## src/rtl/aes_kat_bist.sv

```systemverilog
// Known-answer self-test controller for aes_core_gen: walks a vector memory and runs
// an encipher then a decipher pass per vector, accumulating run pass/fail status.
module aes_kat_bist #(
    parameter int NUM_VEC      = 16,
    parameter int KEY_W        = 256,
    parameter int TIMEOUT      = 255,
    parameter int STOP_ON_FAIL = 0,
    localparam int AW = (NUM_VEC > 1) ? $clog2(NUM_VEC) : 1,
    localparam int CW = $clog2(NUM_VEC + 1)
) (
    input  logic               clk,
    input  logic               reset,
    input  logic               run,
    input  logic [1:0]         cfg_mode,
    output logic [AW-1:0]      vec_addr,
    input  logic [KEY_W+255:0] vec_data,
    output logic               core_reset,
    output logic               core_start,
    output logic               core_enc_dec,
    output logic [1:0]         core_mode,
    output logic [KEY_W-1:0]   core_key,
    output logic [127:0]       core_data_in,
    input  logic [127:0]       core_data_out,
    input  logic               core_done,
    output logic               busy,
    output logic               done,
    output logic               pass,
    output logic [CW-1:0]      err_count,
    output logic [AW-1:0]      first_fail_idx,
    output logic               timeout_seen
);

    localparam int TW = $clog2(TIMEOUT + 1);
    localparam logic [TW-1:0] TMO_LAST = TW'(TIMEOUT - 1);
    localparam logic [AW-1:0] IDX_LAST = AW'(NUM_VEC - 1);

    typedef enum logic [2:0] {
        S_IDLE   = 3'd0,
        S_FETCH  = 3'd1,
        S_LOAD   = 3'd2,
        S_CRST   = 3'd3,
        S_CSTART = 3'd4,
        S_WAIT   = 3'd5,
        S_CHECK  = 3'd6,
        S_FINISH = 3'd7
    } state_t;

    state_t            state_r;
    logic [AW-1:0]     idx_r;
    logic [AW-1:0]     vec_addr_r;
    logic [KEY_W-1:0]  key_r;
    logic [127:0]      ct_r;
    logic [127:0]      pt_r;
    logic [127:0]      result_r;
    logic [127:0]      data_in_r;
    logic              enc_dec_r;
    logic              vec_fail_r;
    logic [TW-1:0]     tmo_r;
    logic              core_rst_r;
    logic              core_start_r;
    logic              busy_r;
    logic              done_r;
    logic              pass_r;
    logic [CW-1:0]     err_count_r;
    logic [AW-1:0]     first_fail_r;
    logic              timeout_r;

    logic [127:0]      expect_s;
    logic              fail_s;
    logic [CW-1:0]     err_next_s;
    logic              last_s;
    logic              stop_s;

    // Phase 0 (encipher) is checked against ct, phase 1 (decipher) against pt.
    assign expect_s   = enc_dec_r ? pt_r : ct_r;
    assign fail_s     = vec_fail_r | (result_r != expect_s);
    assign err_next_s = (err_count_r == {CW{1'b1}}) ? err_count_r : err_count_r + CW'(1);
    assign last_s     = (idx_r == IDX_LAST);
    assign stop_s     = last_s | ((STOP_ON_FAIL != 0) & fail_s);

    assign vec_addr       = vec_addr_r;
    assign core_reset     = reset | core_rst_r;
    assign core_start     = core_start_r;
    assign core_enc_dec   = enc_dec_r;
    assign core_mode      = cfg_mode;
    assign core_key       = key_r;
    assign core_data_in   = data_in_r;
    assign busy           = busy_r;
    assign done           = done_r;
    assign pass           = pass_r;
    assign err_count      = err_count_r;
    assign first_fail_idx = first_fail_r;
    assign timeout_seen   = timeout_r;

    // Self-test sequencer with all outputs registered.
    always_ff @(posedge clk) begin
        if (reset) begin
            state_r      <= S_IDLE;
            idx_r        <= {AW{1'b0}};
            vec_addr_r   <= {AW{1'b0}};
            key_r        <= {KEY_W{1'b0}};
            ct_r         <= 128'd0;
            pt_r         <= 128'd0;
            result_r     <= 128'd0;
            data_in_r    <= 128'd0;
            enc_dec_r    <= 1'b0;
            vec_fail_r   <= 1'b0;
            tmo_r        <= {TW{1'b0}};
            core_rst_r   <= 1'b0;
            core_start_r <= 1'b0;
            busy_r       <= 1'b0;
            done_r       <= 1'b0;
            pass_r       <= 1'b0;
            err_count_r  <= {CW{1'b0}};
            first_fail_r <= {AW{1'b0}};
            timeout_r    <= 1'b0;
        end else begin
            done_r       <= 1'b0;
            core_rst_r   <= 1'b0;
            core_start_r <= 1'b0;
            case (state_r)
                S_IDLE: begin
                    if (run) begin
                        busy_r       <= 1'b1;
                        pass_r       <= 1'b0;
                        err_count_r  <= {CW{1'b0}};
                        first_fail_r <= {AW{1'b0}};
                        timeout_r    <= 1'b0;
                        idx_r        <= {AW{1'b0}};
                        vec_addr_r   <= {AW{1'b0}};
                        state_r      <= S_FETCH;
                    end
                end
                S_FETCH: state_r <= S_LOAD;
                S_LOAD: begin
                    key_r      <= vec_data[KEY_W+255:256];
                    ct_r       <= vec_data[255:128];
                    pt_r       <= vec_data[127:0];
                    enc_dec_r  <= 1'b0;
                    vec_fail_r <= 1'b0;
                    core_rst_r <= 1'b1;
                    state_r    <= S_CRST;
                end
                S_CRST: begin
                    core_start_r <= 1'b1;
                    data_in_r    <= enc_dec_r ? ct_r : pt_r;
                    state_r      <= S_CSTART;
                end
                S_CSTART: begin
                    tmo_r   <= {TW{1'b0}};
                    state_r <= S_WAIT;
                end
                S_WAIT: begin
                    if (core_done) begin
                        result_r <= core_data_out;
                        state_r  <= S_CHECK;
                    end else if (tmo_r == TMO_LAST) begin
                        vec_fail_r <= 1'b1;
                        timeout_r  <= 1'b1;
                        state_r    <= S_CHECK;
                    end else begin
                        tmo_r <= tmo_r + TW'(1);
                    end
                end
                S_CHECK: begin
                    vec_fail_r <= fail_s;
                    if (!enc_dec_r) begin
                        enc_dec_r  <= 1'b1;
                        core_rst_r <= 1'b1;
                        state_r    <= S_CRST;
                    end else begin
                        // A vector that failed either pass is counted once, here.
                        if (fail_s) begin
                            err_count_r <= err_next_s;
                            if (err_count_r == {CW{1'b0}}) begin
                                first_fail_r <= idx_r;
                            end
                        end
                        if (stop_s) begin
                            done_r  <= 1'b1;
                            pass_r  <= ~fail_s & (err_count_r == {CW{1'b0}});
                            state_r <= S_FINISH;
                        end else begin
                            idx_r      <= idx_r + AW'(1);
                            vec_addr_r <= idx_r + AW'(1);
                            state_r    <= S_FETCH;
                        end
                    end
                end
                S_FINISH: begin
                    busy_r  <= 1'b0;
                    state_r <= S_IDLE;
                end
                default: begin
                    busy_r  <= 1'b0;
                    state_r <= S_IDLE;
                end
            endcase
        end
    end

endmodule

```

## config.mk

```make
export PLATFORM = sky130hd
export DESIGN_NAME = aes_kat_bist
export DESIGN_NICKNAME = d
export VERILOG_FILES = /design/src/rtl/aes_kat_bist.sv
export SDC_FILE = /design/constraint.sdc
export NUM_CORES = 2
export LEC_CHECK = 0
export ABC_AREA = 1
export BUFFER_PORTS_ARGS = -buffer_cell sky130_fd_sc_hd__buf_2
export CAP_MARGIN = 5
export CORE_AREA = 2 2 407 409
export DETAILED_ROUTE_END_ITERATION = 8
export DIE_AREA = 0 0 409 411
export PLACE_DENSITY_LB_ADDON = 0.15
export RECOVER_POWER = 25
export SKIP_LAST_GASP = 1
export SYNTH_ARGS = -nofsm -noshare
export SYNTH_HDL_FRONTEND = slang
export SYNTH_SLANG_ARGS = --single-unit
```

## constraint.sdc

```tcl
create_clock -name clk -period 2.24 [get_ports clk]
set_input_delay 0.448 -clock clk [delete_from_list [all_inputs] [get_ports clk]]
set_output_delay 0.448 -clock clk [all_outputs]
set_load 0.005 [all_outputs]
```

==> impl_results.md <==
* Outcome: finished with violations
* Failing checks: setup timing
* Most common cell after layout, fill and taps aside: nor2_1
* Worst-margin pin slew at 819 ps
* CTS buffer count at 100
* GR Layer Usage met3 at 0.0656
* Flops & latches, synth at 800
* Setup violators final at 78
* # DRC at 0
* Via count at 37,600
* IO Pins at 1,052
* Via density at 4.36
* Most frequent cells in the layout: nor2_1 (904), buf_2 (835), dfxtp_1 (799)
* FMAX at 371 MHz
* Final Util at 0.320
* Detailed Route WL at 202 mm
* H-tree Lvls at 3
* Ys Warns at 0
* Initial Utilization at 0.197
* Slew headroom at 0.454
* Final worst path period need at 2700 ps
* Die W at 409 um
* Port bufs at 1,047
* Post-synthesis instance total at 4,541
* Clock Root Buffer: clkbuf_16
* Final Power at 0.0423 W
* Critical path's largest stage delay at 370 ps
* Final Max Slew Viols at 0
* WS Path Type: reg2reg
* First-pass GRT wire length at 276 mm
* Total Die Area at 0.168 mm2
* Vert. Die Dim at 411 um
* Layout Nets at 6,978
* Met2 usage at 0.409
* Hold Path Class: in2reg
* Worst setup slack after layout at -457 ps
* Routability cong. at 0.892
* Initial antenna violation count at 107
* Global routing's busiest layer: met2
* Leakage power at 23.2 nW
* Vias in the first global route at 37,600
* Arrival @ worst endpoint at 3340 ps
* CTS tree: yes
* Largest net degree at the start of global routing at 113
* Top cells by area, synth: dfxtp_1 (50%), o21ai_0 (13%), nor2_1 (11%), nand2_1 (9.8%), a21oi_1 (3.9%)
* Wirelength per Cell at 23.4 um
* Clk_skew at 36.0 ps
* Period utilization at 1.20
* Number of routed nets with antenna violations at 0
* CTS max path bufs at 3
* Share of cells above drive strength 1 at 0.253
* Post-Syn Area at 0.0322 mm2
* Unrepaired setup endpoints after global routing: true
* Core area at 0.164 mm2
* Worst setup SP type: flip-flop
* Worst vdd ir at 0.550 mV
* Max_cap viols at 0
* Total GRT Usage at 0.228
* Pwr Density at 805 mW/mm2
* Filler instances at 18,000
* Critical path cell sequence: buf_8, buf_12, buf_12, buf_8, o211ai_1, nand3_4, nor3_2, buf_4, nand3_4, nor2_4, buf_12, nand3_4, nand2_4, nand2_1, a21oi_1
* CP Capture Type: flip-flop
* Grt total ovfl at 0
* Met1 Resource Use GR at 0.258
* CTS clock-pin slew for the worst setup and hold paths at 60 ps
* Sequential share of the synthesized area at 0.497
* Cell taking the most area after synthesis: dfxtp_1
* Synthesized net count at 5,193
* Critical-path top delay cell: dfxtp_4
* Yosys top cell area share at 0.497
* Setup TNS at -8040 ps
* Synthesis-to-finish area growth at 62.9%
* # rows at 149
* Max FO, Critical Path at 6
* Worst EP required at 2890 ps
* Drt pass-1 iters at 7
* Hold Fails Final Rpt at 0
* DR iter-0 viols at 2,172
* TritonCTS Sinks at 800
* Post-DP HPWL at 156 mm
* Unique masters post-synth at 31
* Mean Syn Cell Area at 7.10 um2
* Worst skew pair latency at 730 ps
-- power breakdown --
| group | total (W) | switching, W | leakage, nW | internal [W] |
|---|---|---|---|---|
| clock network | 0.0170 | 0.00708 | 1.67 | 0.00991 |
| registers | 0.0162 | 0.000794 | 6.51 | 0.0154 |
| logic | 0.00905 | 0.00524 | 15.1 | 0.00381 |
| total | 0.0423 | 0.0131 | 23.2 | 0.0291 |
-- timing repair --
item                                    in CTS  in global routing
gates resized for setup                    150                115
cloned                                      11                  3
buffers inserted                            25                  9
endpoints found under the hold margin      493                  0
hold buffers                               493                  0
pin swaps                                   49                 51
endpoints found under the setup margin      11                 49
-- per-stage QoR --
stage / worst slack, ps / cell area, um2 / instances / hold WS, ps
2_1_floorplan: 247 / 32200 / 4541 / 423
3_3_place_gp: -1310 / 42900 / 7876 / 441
3_5_place_dp: -1300 / 42900 / 7876 / 449
4_1_cts: -522 / 52200 / 8584 / 0.0673
5_1_grt: -601 / 52500 / 8607 / 30.7
6_report: -457 / 52500 / 8626 / 50.2
-- Yosys cell counts --
| master | number |
|---|---|
| inv_1 | 260 |
| nand3b_1 | 2 |
| o21ai_0 | 813 |
| buf_2 | 17 |
| a31oi_1 | 130 |
| nor2_2 | 2 |
| o22ai_1 | 1 |
| o31ai_1 | 1 |
| nand3_1 | 106 |
| nor3_1 | 15 |
| nor3b_1 | 1 |
| nand2_1 | 842 |
| a211oi_1 | 5 |
| ha_1 | 6 |
| buf_1 | 2 |
| clkbuf_1 | 284 |
| nor2_1 | 938 |
| o211ai_1 | 13 |
| buf_6 | 8 |
| inv_2 | 1 |
| buf_4 | 7 |
| or2_2 | 5 |
| or2_1 | 1 |
| o21ai_1 | 6 |
| xor2_1 | 15 |
| nand4_1 | 7 |
| clkinv_1 | 1 |
| nand3_2 | 1 |
| dfxtp_1 | 800 |
| inv_4 | 1 |
| a21oi_1 | 250 |
-- critical path: cells and delay by family, from the launching register on --
kind / cells / cell delay [ps]
AOI/OAI and AO/OA: 2 / 380
buffers and inverters: 6 / 830
DFF: 1 / 370
and+or+nand+nor: 7 / 1000
-- logic make-up (layout without fill, tap and decap cells) --
logic type | count (synthesis) | count (layout) | synth area share
and+or+nand+nor | 1920 | 1921 | 0.230
AOI/OAI and AO/OA | 1219 | 1219 | 0.196
DFF | 800 | 800 | 0.497
buffers and inverters | 581 | 2444 | 0.0711
xor gates and xnor gates | 15 | 15 | 0.00408
adders and majority gates | 6 | 6 | 0.00233
other | 0 | 32 | 0
-- path summary, 6_finish.rpt --
| path | from | end | slack (ps) | cells after the start |
|---|---|---|---|---|
| worst max-delay path | core_enc_dec$_SDFFE_PP0N_ | first_fail_idx[0]$_SDFFE_PP0P_ | -460 | 15 |
| worst min-delay path | vec_data[170] | ct_r[42]$_SDFFE_PP0P_ | 50 | 3 |
| worst max register to register | core_enc_dec$_SDFFE_PP0N_ | first_fail_idx[0]$_SDFFE_PP0P_ | -460 | 15 |
| worst min register to register | ct_r[99]$_SDFFE_PP0P_ | core_data_in[99]$_SDFFE_PP0P_ | 450 | 2 |
-- state kept, by name, indices dropped and copies added, names as in the netlist, 3 cells and up --
register        flops
pt_r              128
state_r             3
core_key          256
core_data_in      128
tmo_r               8
vec_addr            4
first_fail_idx      4
ct_r              128
result_r          128
err_count           5
-- metal layers --
layer | vias up | routed length, um
li1 | 18400 | -
met1 | 17700 | 79100
met2 | 1111 | 101000
met3 | 357 | 14600
met4 | 54 | 6810
met5 | - | 356
-- final cells by class --
type                            instances  area, um2  area share
Antenna cell                           32       80.1     0.00153
Inverter                              263       1040      0.0198
Tap cell                             2189       2740      0.0522
Clock inverter                         29        378     0.00720
Multi-Input combinational cell       3161      14700       0.279
Clock buffer                          152       3000      0.0571
Sequential cell                       800      16000       0.305
Timing Repair Buffer                 1997      14600       0.277
Timing Repair inverter                  3       41.3    0.000786
Note: power is estimated with default switching activity, not from simulation.
